$ cat src/rtl/mux16_pkg.sv
// rtl/mux16_pkg.sv - shared types, widths and helpers for the 16:1 scan transmitter
package mux16_pkg;

    localparam int WORD_W = 16;
    localparam int SEL_W  = 4;

    localparam logic [SEL_W-1:0] LAST_SLOT = SEL_W'(WORD_W - 1);

    typedef enum logic [1:0] {
        ST_IDLE = 2'd0,
        ST_SEND = 2'd1,
        ST_DONE = 2'd2,
        ST_PAR  = 2'd3
    } state_t;

    // The remote demux expects the slot number with its bit order flipped.
    function automatic logic [SEL_W-1:0] bitrev4(input logic [SEL_W-1:0] v);
        return {v[0], v[1], v[2], v[3]};
    endfunction

endpackage

$ cat src/rtl/mux16_scan_tx_slot_timer.sv
// rtl/mux16_scan_tx_slot_timer.sv - cycle-within-slot and slot counters for the scan transmitter
module slot_timer
    import mux16_pkg::*;
#(
    parameter int SLOT_CYCLES = 4
) (
    input  logic             clk,
    input  logic             reset,
    input  logic             clear,
    input  logic             run,
    output logic [SEL_W-1:0] k,
    output logic             slot_end,
    output logic             frame_end
);

    logic [7:0] c;

    assign slot_end  = run && (c == 8'(SLOT_CYCLES - 1));
    assign frame_end = slot_end && (k == LAST_SLOT);

    // Count cycles inside a slot; step to the next slot when the hold time is used up.
    always_ff @(posedge clk) begin
        if (reset || clear) begin
            c <= '0;
            k <= '0;
        end else if (run) begin
            if (slot_end) begin
                c <= '0;
                k <= k + 1'b1;
            end else begin
                c <= c + 8'd1;
            end
        end
    end

endmodule

$ cat src/rtl/mux16_scan_tx.sv
// rtl/mux16_scan_tx.sv - 16:1 time-division transmitter with select/strobe for the remote demux; PARITY_EN adds a parity slot
module mux16_scan_tx
    import mux16_pkg::*;
#(
    parameter int SLOT_CYCLES = 4
) (
    input  logic              clk,
    input  logic              reset,
    input  logic              start,
    input  logic [WORD_W-1:0] D,
    output logic [SEL_W-1:0]  S,
    output logic              Y,
    output logic              E,
    output logic              busy,
    output logic              done
);

    state_t            state;
    logic [WORD_W-1:0] shadow;
    logic [SEL_W-1:0]  k;
    logic [SEL_W-1:0]  k_next;
    logic              slot_end;
    logic              frame_end;
    logic              tmr_clear;
    logic              tmr_run;

    assign tmr_run   = (state == ST_SEND) || (state == ST_PAR);
    assign tmr_clear = (state == ST_IDLE) || (state == ST_DONE);
    assign k_next    = k + 1'b1;

    slot_timer #(
        .SLOT_CYCLES(SLOT_CYCLES)
    ) u_slot_timer (
        .clk      (clk),
        .reset    (reset),
        .clear    (tmr_clear),
        .run      (tmr_run),
        .k        (k),
        .slot_end (slot_end),
        .frame_end(frame_end)
    );

    // Frame sequencer; outputs are loaded one cycle ahead so they change only at slot boundaries.
    always_ff @(posedge clk) begin
        if (reset) begin
            state  <= ST_IDLE;
            shadow <= '0;
            S      <= '0;
            Y      <= 1'b0;
            E      <= 1'b0;
            busy   <= 1'b0;
            done   <= 1'b0;
        end else begin
            case (state)
                ST_IDLE: begin
                    done <= 1'b0;
                    if (start) begin
                        state  <= ST_SEND;
                        shadow <= D;
                        S      <= bitrev4('0);
                        Y      <= D[WORD_W-1];
                        E      <= 1'b1;
                        busy   <= 1'b1;
                    end
                end
                ST_SEND: begin
                    if (slot_end) begin
                        if (frame_end) begin
`ifdef PARITY_EN
                            state <= ST_PAR;
                            S     <= '0;
                            Y     <= ^shadow;
                            E     <= 1'b0;
`else
                            state <= ST_DONE;
                            S     <= '0;
                            Y     <= 1'b0;
                            E     <= 1'b0;
                            busy  <= 1'b0;
                            done  <= 1'b1;
`endif
                        end else begin
                            S <= bitrev4(k_next);
                            Y <= shadow[LAST_SLOT - k_next];
                        end
                    end
                end
                ST_PAR: begin
                    if (slot_end) begin
                        state <= ST_DONE;
                        S     <= '0;
                        Y     <= 1'b0;
                        E     <= 1'b0;
                        busy  <= 1'b0;
                        done  <= 1'b1;
                    end
                end
                ST_DONE: begin
                    state <= ST_IDLE;
                    done  <= 1'b0;
                end
                default: begin
                    state <= ST_IDLE;
                end
            endcase
        end
    end

endmodule

$ cat config.mk
export PLATFORM = sky130hd
export DESIGN_NAME = mux16_scan_tx
export DESIGN_NICKNAME = d
export VERILOG_FILES = /design/src/rtl/mux16_pkg.sv /design/src/rtl/mux16_scan_tx_slot_timer.sv /design/src/rtl/mux16_scan_tx.sv
export SDC_FILE = /design/constraint.sdc
export NUM_CORES = 1
export LEC_CHECK = 0
export CAP_MARGIN = 20
export CORE_MARGIN = 1.5
export CORE_UTILIZATION = 55
export DETAILED_ROUTE_END_ITERATION = 12
export DONT_BUFFER_PORTS = 1
export HOLD_SLACK_MARGIN = 0.03
export PLACE_DENSITY = 0.81
export SLEW_MARGIN = 20
export SYNTH_ARGS = -nofsm -noshare
export SYNTH_HDL_FRONTEND = slang
export SYNTH_SLANG_ARGS = --single-unit
$ cat constraint.sdc
create_clock -name clk -period 1.7 [get_ports clk]
set_clock_uncertainty 0.15 [all_clocks]
set_input_delay 0.34 -clock clk [delete_from_list [all_inputs] [get_ports clk]]
set_output_delay 0.34 -clock clk [all_outputs]
set_load 0.005 [all_outputs]
; ---- Word level (Yosys, flattened, before mapping)
; Index checks and enable logic that the tools add are counted.
; W data, S select, Z words.
[classes]
muxes = 26
magnitude_cmp = 1
n_shift = 0
add_sub_neg = 3
reduce_logical = 14
eq_ne = 9
bitwise = 0
n_div = 0
mul = 0
[op_table]
columns = cell, count
row1 = $mux W4, 4
row2 = $pmux W4 S3, 1
row3 = $mux W1, 11
row4 = $pmux W1 S3, 3
row5 = $add A8 B1 Y8 const B, 1
row6 = $eq A8 B2 Y1 const B, 1
row7 = $mux W2, 4
row8 = $mux W8, 1
row9 = $pmux W2 S4, 1
row10 = $reduce_and A4 Y1, 2
row11 = $lt A4 B5 Y1 const B, 1
row12 = $reduce_and A5 Y1, 1
row13 = $add A4 B1 Y4 const B, 1
row14 = $bmux W1 S4, 1
row15 = $eq A2 B2 Y1 const B, 2
row16 = $eq A4 B4 Y1 const B, 1
row17 = $ne A2 B1 Y1 const B, 2
row18 = $ne A2 B2 Y1 const B, 2
row19 = $reduce_and A2 Y1, 2
row20 = $sub A4 B4 Y4 const A, 1
row21 = $logic_or A1 B1 Y1, 3
row22 = $reduce_and A3 Y1, 1
row23 = $reduce_bool A3 Y1, 1
row24 = $eq A2 B1 Y1 const B, 1
row25 = 3 further kinds, 4
[word_totals]
output_inout_bits = 8
reg_bits = 37
mem_bits_ro = 0
memories = 0
ramBits = 0
latch_bits = 0
elab_cells = 61

; ---- Logic depth before layout (Yosys ltp)
; Gate-level depths: netlist of the first run.
[depth]
ltp_word = 7
mapped_depth = 6

; ---- By module
; A second synthesis of the first run with hierarchy kept.
[hier_totals]
hier_cells = 193
hier_area_um2 = 1696.6
[modules_own_cells]
columns = mod, seq_area_each_um2, area_per_inst_um2, n_inst, cells_each
row1 = mux16_scan_tx, 500.5, 1112.3, 1, 125
row2 = slot_timer, 240.2, 584.3, 1, 68

; ---- Worst setup path before layout of the first run
; No wires, ideal clock.
[synth_timing]
path_kind = register -> register
start = register u_slot_timer.c[0]
end = register Y
path_stages_with_launch = 7
arrival_time_ps = 1537
period_less_slack_ps = 1782
required_time_ps = 1454
setup_ps = 96
path_slack_ps = -82
cell_sequence = dfxtp_1 -> ha_1 -> nor4b_4 -> and2_1 -> buf_6 -> o211ai_4 -> o41ai_2
[synth_between]
elab_chain_cells = 6
[synth_lines]
columns = element, line
row1 = "start, declared", mux16_scan_tx_slot_timer.sv:16  ; logic [7:0] c;
row2 = "start signal, assigned", mux16_scan_tx_slot_timer.sv:31  ; c <= c + 8'd1;
row3 = $eq A8 B2 Y1 *, mux16_scan_tx_slot_timer.sv:18  ; assign slot_end = run && (c == 8'(SLOT_CYCLES - 1));
row4 = $logic_and A1 B1 Y1 *, mux16_scan_tx_slot_timer.sv:18
row5 = $logic_and A1 B1 Y1, mux16_scan_tx_slot_timer.sv:19  ; assign frame_end = slot_end && (k == LAST_SLOT);
row6 = $mux W1, mux16_scan_tx.sv:68  ; if (frame_end) begin
row7 = $mux W1, mux16_scan_tx.sv:67  ; if (slot_end) begin
row8 = $pmux W1 S3, mux16_scan_tx.sv:54  ; case (state)
row9 = "end signal, assigned", mux16_scan_tx.sv:61  ; Y <= D[WORD_W-1];
row10 = "end signal, assigned", mux16_scan_tx.sv:84  ; Y <= shadow[LAST_SLOT - k_next];
row11 = "end, declared", mux16_scan_tx.sv:12  ; output logic Y,
; Mark *: on every way between the ends. The rest lies on a longest branch, timed or not. The select of a mux whose other input is x is not followed.
; A chain may end at the register's enable or synchronous reset.

; ---- Worst setup path after layout of the first run
[layout_timing]
start = register u_slot_timer.c[0]
end = register S[3]
[layout_between]
elab_chain_cells = 6
[layout_lines]
columns = element, line
row1 = $eq A8 B2 Y1 *, mux16_scan_tx_slot_timer.sv:18
row2 = $logic_and A1 B1 Y1 *, mux16_scan_tx_slot_timer.sv:18
row3 = $logic_and A1 B1 Y1, mux16_scan_tx_slot_timer.sv:19
row4 = $mux W4, mux16_scan_tx.sv:68
row5 = $mux W4, mux16_scan_tx.sv:67
row6 = $pmux W4 S3, mux16_scan_tx.sv:54
row7 = "end signal, assigned", mux16_scan_tx.sv:60  ; S <= bitrev4('0);
row8 = "end signal, assigned", mux16_scan_tx.sv:83  ; S <= bitrev4(k_next);
row9 = "end, declared", mux16_scan_tx.sv:11  ; output logic [SEL_W-1:0] S,
; Marked as above.

==> results of run 1 <==
==> layout make-up <==
type	count	area, um2
inverter	1	3.754
tap	31	38.79
clock inverter	2	10.01
timing repair buffer	15	125.1
sequential	37	745.7
multi-input combinational	131	872.1
fill	238	944.7
clock buffer	6	41.29
==> worst max-delay path: cells and delay by family (launching register included) <==
kind                       cells  cell delay, ps
DFF                            1             360
and+or+nand+nor                3             860
AOI/OAI and AO/OA              1             140
adders and majority gates      1             130
==> cells in the mapped netlist (2+ instances only) <==
cell type	n
nand3_1	6
a21oi_1	23
ha_1	2
xor2_1	7
mux4_2	4
nand2_1	41
and3_1	3
and2_1	2
nor2_1	16
clkbuf_1	6
buf_2	2
dfxtp_1	37
nand4_1	4
nor3_1	2
xnor2_1	4
==> routing by layer <==
layer / track usage, % / vias to the layer above / wire length, um / share of wire, %
met5: 0 / - / 0 / 0
li1: - / 643 / - / -
met3: 7.710 / 10 / 210 / 6.3
met1: 24.82 / 636 / 1281 / 38
met4: 9.635 / 0 / 78 / 2.3
met2: 40.89 / 39 / 1786 / 53
==> kinds of logic after synthesis <==
kind of cell | after synthesis | synth area share [%]
adder cells (fa/ha/maj) | 2 | 1.542
multiplexers | 5 | 6.168
AO/OA/AOI/OAI | 30 | 11.64
XOR/XNOR | 11 | 5.937
buffers and inverters | 12 | 3.623
AND/OR/NAND/NOR | 83 | 25.44
flip-flops | 37 | 45.64
==> per-stage QoR <==
step / utilization (%) / hold WS, ps
floorplan: - / 245.5
global placement: 62.84 / 260.9
detailed placement: 62.84 / 263.8
CTS: 65.32 / -111.5
global route: 66.04 / -127.7
finish: 66.04 / -101.6
==> state kept, by name, summed over array words and instances, names as in the netlist <==
name	cells
shadow	16
u_slot_timer.c	8
S	4
u_slot_timer.k	4
state	2
Y	1
busy	1
done	1
==> worst min-delay path by stage <==
| stage | from | to | slack, ps | depth (start not counted) |
|---|---|---|---|---|
| finish | reset | S[3] | -100 | 1 |
| global route | reset | shadow[3] | -130 | 1 |
| CTS | reset | shadow[1] | -110 | 1 |
| detailed placement | reset | shadow[1] | 260 | 1 |
| global placement | reset | shadow[2] | 260 | 1 |
| floorplan | u_slot_timer.c[0] | u_slot_timer.c[0] | 250 | 1 |
==> power groups by stage <==
stage                     combinational [W]  clock [W]  sequential, W
after CTS                          0.000109   0.000443       0.000919
after global routing               0.000122   0.000480       0.000924
final                              0.000109   0.000433       0.000919
after floorplan                   0.0000880          0       0.000931
after global placement             0.000102          0       0.000938
after detailed placement           0.000108          0       0.000939
==> what timing repair did <==
action	CTS	global route
pin swaps	1	2
endpoints found under the hold margin	22	23
setup endpoints to repair	5	15
resized for setup	6	4
==> flow_metrics.py, run 1 <==
metrics = {
    "pwr": {
        "p_leak_nw": 0.6534,
        "intPower_w": 0.001104,
        "power_frac_comb_pct": 7.4,
        "ir_drop_mv": 0.7186,
        "seqPwrFrac_pct": 62.9,
        "power.density_nw_per_um2": 795.6,
        "power_w": 0.001461,
        "p_sw_w": 0.0003569,
        "power_switching_share_pct": 24.42,
        "power.clock.fraction_pct": 29.6,
    },
    "placed_design": {
        "hpwlAfterDp_um": 2545,
        "dpl.cell_count": 215,
        "gp_congestion": 0.8995,
        "post_dp_cell_area_um2": 1748,
        "pre_cts_ws_ps": -74.30,
        "port_buffers": 0,
    },
    "global_route": {
        "grt_max_degree": 26,
        "grt_usage_pct": 22.97,
        "grt_pass1_wl_um": 5699,
        "grt_overflow": 0,
        "grt_pass1_vias": 1318,
        "antenna_found_initial": 0,
    },
    "route": {
        "drc": 0,
        "detail-route-antenna-nets": 0,
        "route.final.wire_length_um": 3356,
        "first_pass_iters": 4,
        "vias": 1328,
        "via_per_inst": 5.955,
        "drtIter0Drc": 91,
        "wl_per_cell_um": 15.05,
    },
    "flow_run": {
        "cap_violations": 0,
    },
    "timing": {
        "period_share_pct": 100.4,
        "fmax_mhz": 585.9,
        "hold_slack_ps": -101.6,
        "setup_tns_ps": -6.679,
        "max-slew-margin-rel_pct": 75.52,
        "hold_viol": 22,
        "grt_setup_unrepaired": "yes",
        "layout_min_cycle_time_ps": 1707,
        "finalSetupViolations": 1,
        "tightest_slew_ps": 365.7,
        "slew_violations": 0,
        "setup_slack_ps": -6.679,
    },
    "final_layout": {
        "design_area_um2": 1837,
        "antenna_cells": 0,
        "drive_above_1_share_pct": 23.44,
        "layout.nets": 212,
        "fin_cells": 223,
        "area_delta_synth_final_pct": 13.18,
        "layout_commonest_cell": "nand2_1",
        "mostFrequentLayoutCells": "40 x nand2_1, 33 x dfxtp_1, 22 x a21oi_1, 16 x nor2_1, 14 x buf_4",
    },
    "synthesis": {
        "ys_warn_count": 0,
        "netlist.area_leader.share_pct": 45.64,
        "yosysUniqueCellTypes": 36,
        "synth_nets": 201,
        "synth_top_area_cell": "dfxtp_1",
        "yosys_register_bits": 37,
        "synth_area_leaders": "dfxtp_1 46%, nand2_1 9.5%, a21oi_1 7.1%, mux4_2 5.6%, xor2_1 3.8%",
        "syn_inst": 180,
        "netlist_area_um2": 1623,
        "synth_edf_count": 0,
        "synth_ff_type": "dfxtp_1",
        "ys_seq_area_share_pct": 45.64,
        "avgSynthCellArea_um2": 9.016,
        "synth-async-reset-ratio_pct": 0,
    },
    "outcome": {
        "violations": "hold timing, setup timing",
        "outcome": "finished, violations left",
    },
    "setup_path": {
        "reg2reg_depth": 5,
        "path_class": "reg2reg",
        "crit_required_ps": 1830,
        "r2r_setup_slack_ps": -7,
        "cp_max_fo": 4,
        "slowest_delay_ps": 430,
        "r2r_start": "u_slot_timer.c[0]",
        "start_kind": "register",
        "slowest_stage": "or4_4",
        "r2r-end": "S[3]",
        "path_cells": "ha_4 > nor4b_4 > nand3_4 > or4_4 > a21oi_2",
        "worstSetupEndpointType": "register",
        "cp_data_arrival_time_ps": 1840,
        "crit_path_start": "u_slot_timer.c[0]",
        "endpoint": "S[3]",
    },
    "floorplanning": {
        "start_util_pct": 58.34,
        "floorplan.io_pins": 27,
        "fp.dieArea_um2": 3286,
        "rows": 19,
        "die_w_um": 57.32,
        "core_um2": 2781,
        "fp.dieH_um": 57.32,
    },
    "clock_tree": {
        "cts_setup_buffers": 0,
        "clock_latency_ps": 340,
        "cts_tree": "built",
        "clkSinkCount": 37,
        "clkTransAtPathRegs_ps": 110,
        "clockBufferDepth": 2,
        "h-tree-depth": 2,
        "clock-root-buffer": "clkbuf_4",
        "numCtsBuffers": 5,
    },
    "hold_path": {
        "hold_class": "in2reg",
    },
}
Note: power is estimated with default switching activity, not from simulation.
==> inputs of run 2 (changes only) <==
--- a/config.mk
+++ b/config.mk
@@ -7,11 +7,12 @@
 export LEC_CHECK = 0
 export CAP_MARGIN = 20
 export CORE_MARGIN = 1.5
-export CORE_UTILIZATION = 55
+export CORE_UTILIZATION = 35
+export CTS_CLUSTER_DIAMETER = 30
 export DETAILED_ROUTE_END_ITERATION = 12
 export DONT_BUFFER_PORTS = 1
 export HOLD_SLACK_MARGIN = 0.03
-export PLACE_DENSITY = 0.81
+export PLACE_DENSITY = 0.59
 export SLEW_MARGIN = 20
 export SYNTH_ARGS = -nofsm -noshare
 export SYNTH_HDL_FRONTEND = slang
==> flow_metrics.py, run 2 (synthesized netlist as in run 1, its figures left out) <==
metrics = {
    "outcome": {
        "outcome": "finished, violations left",
        "violations": "hold timing",
    },
    "timing": {
        "layout_min_cycle_time_ps": 1683,
        "finalSetupViolations": 0,
        "period_share_pct": 99.01,
        "grt_setup_unrepaired": "yes",
        "fmax_mhz": 594.1,
        "setup_tns_ps": 0,
        "slew_violations": 0,
        "max-slew-margin-rel_pct": 75.28,
        "hold_slack_ps": -34.95,
        "hold_viol": 22,
        "tightest_slew_ps": 369.3,
    },
    "final_layout": {
        "mostFrequentLayoutCells": "41 x nand2_1, 34 x dfxtp_1, 22 x a21oi_1, 20 x buf_4, 16 x nor2_1",
        "layout.nets": 219,
        "area_delta_synth_final_pct": 20.51,
        "antenna_cells": 0,
        "regMostFlops": "shadow",
        "n_fill_cell": 435,
        "multiInputGateArea_um2": 865.8,
        "drive_above_1_share_pct": 24.75,
        "layout_commonest_cell": "nand2_1",
        "top_regs": "shadow (16), u_slot_timer.c (8)",
        "ff_latch_area_um2": 744.5,
        "largest_reg_flops": 16,
    },
    "setup_path": {
        "crit_required_ps": 1780,
        "start_kind": "register",
        "slowest_stage": "or4_4",
        "path_delay_family": "simple AND/OR/NAND/NOR gates",
        "path_cells": "ha_4 > nor4b_4 > nand3_4 > or4_4 > a21oi_2",
        "cp_max_fo": 4,
        "slowest_delay_ps": 430,
        "worstSetupEndpointType": "register",
        "cp_data_arrival_time_ps": 1760,
        "path_class": "reg2reg",
        "path_buf_inv": 0,
    },
    "route": {
        "drtIter0Drc": 74,
        "vias": 1279,
        "first_pass_iters": 4,
        "wl_per_cell_um": 13.42,
        "detail-route-antenna-nets": 0,
        "via_per_inst": 5.116,
        "drc": 0,
        "route.final.wire_length_um": 3356,
    },
    "global_route": {
        "grt_overflow": 0,
        "grt_usage_pct": 14.85,
        "grt_pass1_wl_um": 5754,
        "antenna_found_initial": 0,
        "grt_pass1_vias": 1222,
        "grt_max_degree": 26,
    },
    "clock_tree": {
        "clkTransAtPathRegs_ps": 70,
        "numCtsBuffers": 5,
        "clockBufferDepth": 2,
        "cts_tree": "built",
        "clkSinkCount": 37,
        "h-tree-depth": 2,
        "clock-root-buffer": "clkbuf_8",
        "clock_latency_ps": 280,
    },
    "hold_path": {
        "hold_class": "in2reg",
    },
    "floorplanning": {
        "floorplan.io_pins": 27,
        "start_util_pct": 36.76,
        "die_w_um": 71.09,
        "fp.dieH_um": 71.09,
        "fp.dieArea_um2": 5054,
        "core_um2": 4414,
        "rows": 24,
    },
    "placed_design": {
        "hpwlAfterDp_um": 2449,
        "gp_congestion": 0.7732,
        "port_buffers": 0,
    },
    "pwr": {
        "power_w": 0.001746,
        "power.density_nw_per_um2": 893.0,
        "p_leak_nw": 0.7127,
        "ir_drop_mv": 0.6664,
    },
    "flow_run": {
        "cap_violations": 0,
    },
}
-- run 2: power by group --
part / internal (W) / switching [W] / leakage (nW)
Sequential: 0.000897 / 0.0000219 / 0.303
Clock: 0.000426 / 0.000299 / 0.0540
Combinational: 0.0000459 / 0.0000559 / 0.356
Total: 0.00137 / 0.000377 / 0.713
-- run 2: worst paths after layout --
kind                            cells after the start              start  slack (ps)        end
worst max register to register                      5  u_slot_timer.c[1]          20       S[3]
worst min register to register                      2          shadow[8]         300  shadow[8]
worst max-delay path                                5  u_slot_timer.c[1]          20       S[3]
worst min-delay path                                1              reset         -30  shadow[2]
-- run 2: area by class of cell --
type / count / area share [%]
multi-input combinational: 131 / 44.27
sequential: 37 / 38.07
timing repair buffer: 22 / 8.829
clock buffer: 5 / 3.519
tap: 52 / 3.327
clock inverter: 2 / 1.791
inverter: 1 / 0.1919
-- run 2: what timing repair did --
item	4_1_cts	5_1_grt
cloned	0	0
pin swaps	2	4
resized for setup	3	6
endpoints found under the hold margin	22	22
setup buffers	2	1
endpoints found under the setup margin	2	12
-- run 2: metal layers --
| metal | share of wire [%] | global-route usage [%] | vias up |
|---|---|---|---|
| met2 | 45 | 21.60 | 41 |
| li1 | - | - | 653 |
| met3 | 8.3 | 5.698 | 5 |
| met1 | 45 | 19.46 | 580 |
| met4 | 1.7 | 6.918 | 0 |
| met5 | 0 | 0 | - |
-- run 2: per-stage QoR --
step           std cells  utilization, %  cell area [um2]  setup WS [ps]
5_1_grt              250           44.30             1956         -54.57
2_1_floorplan        180               -             1639          24.86
4_1_cts              249           43.65             1927         -3.400
3_5_place_dp         240           40.59             1792         -29.05
6_report             250           44.30             1956          16.81
3_3_place_gp         240           40.59             1792         -18.95
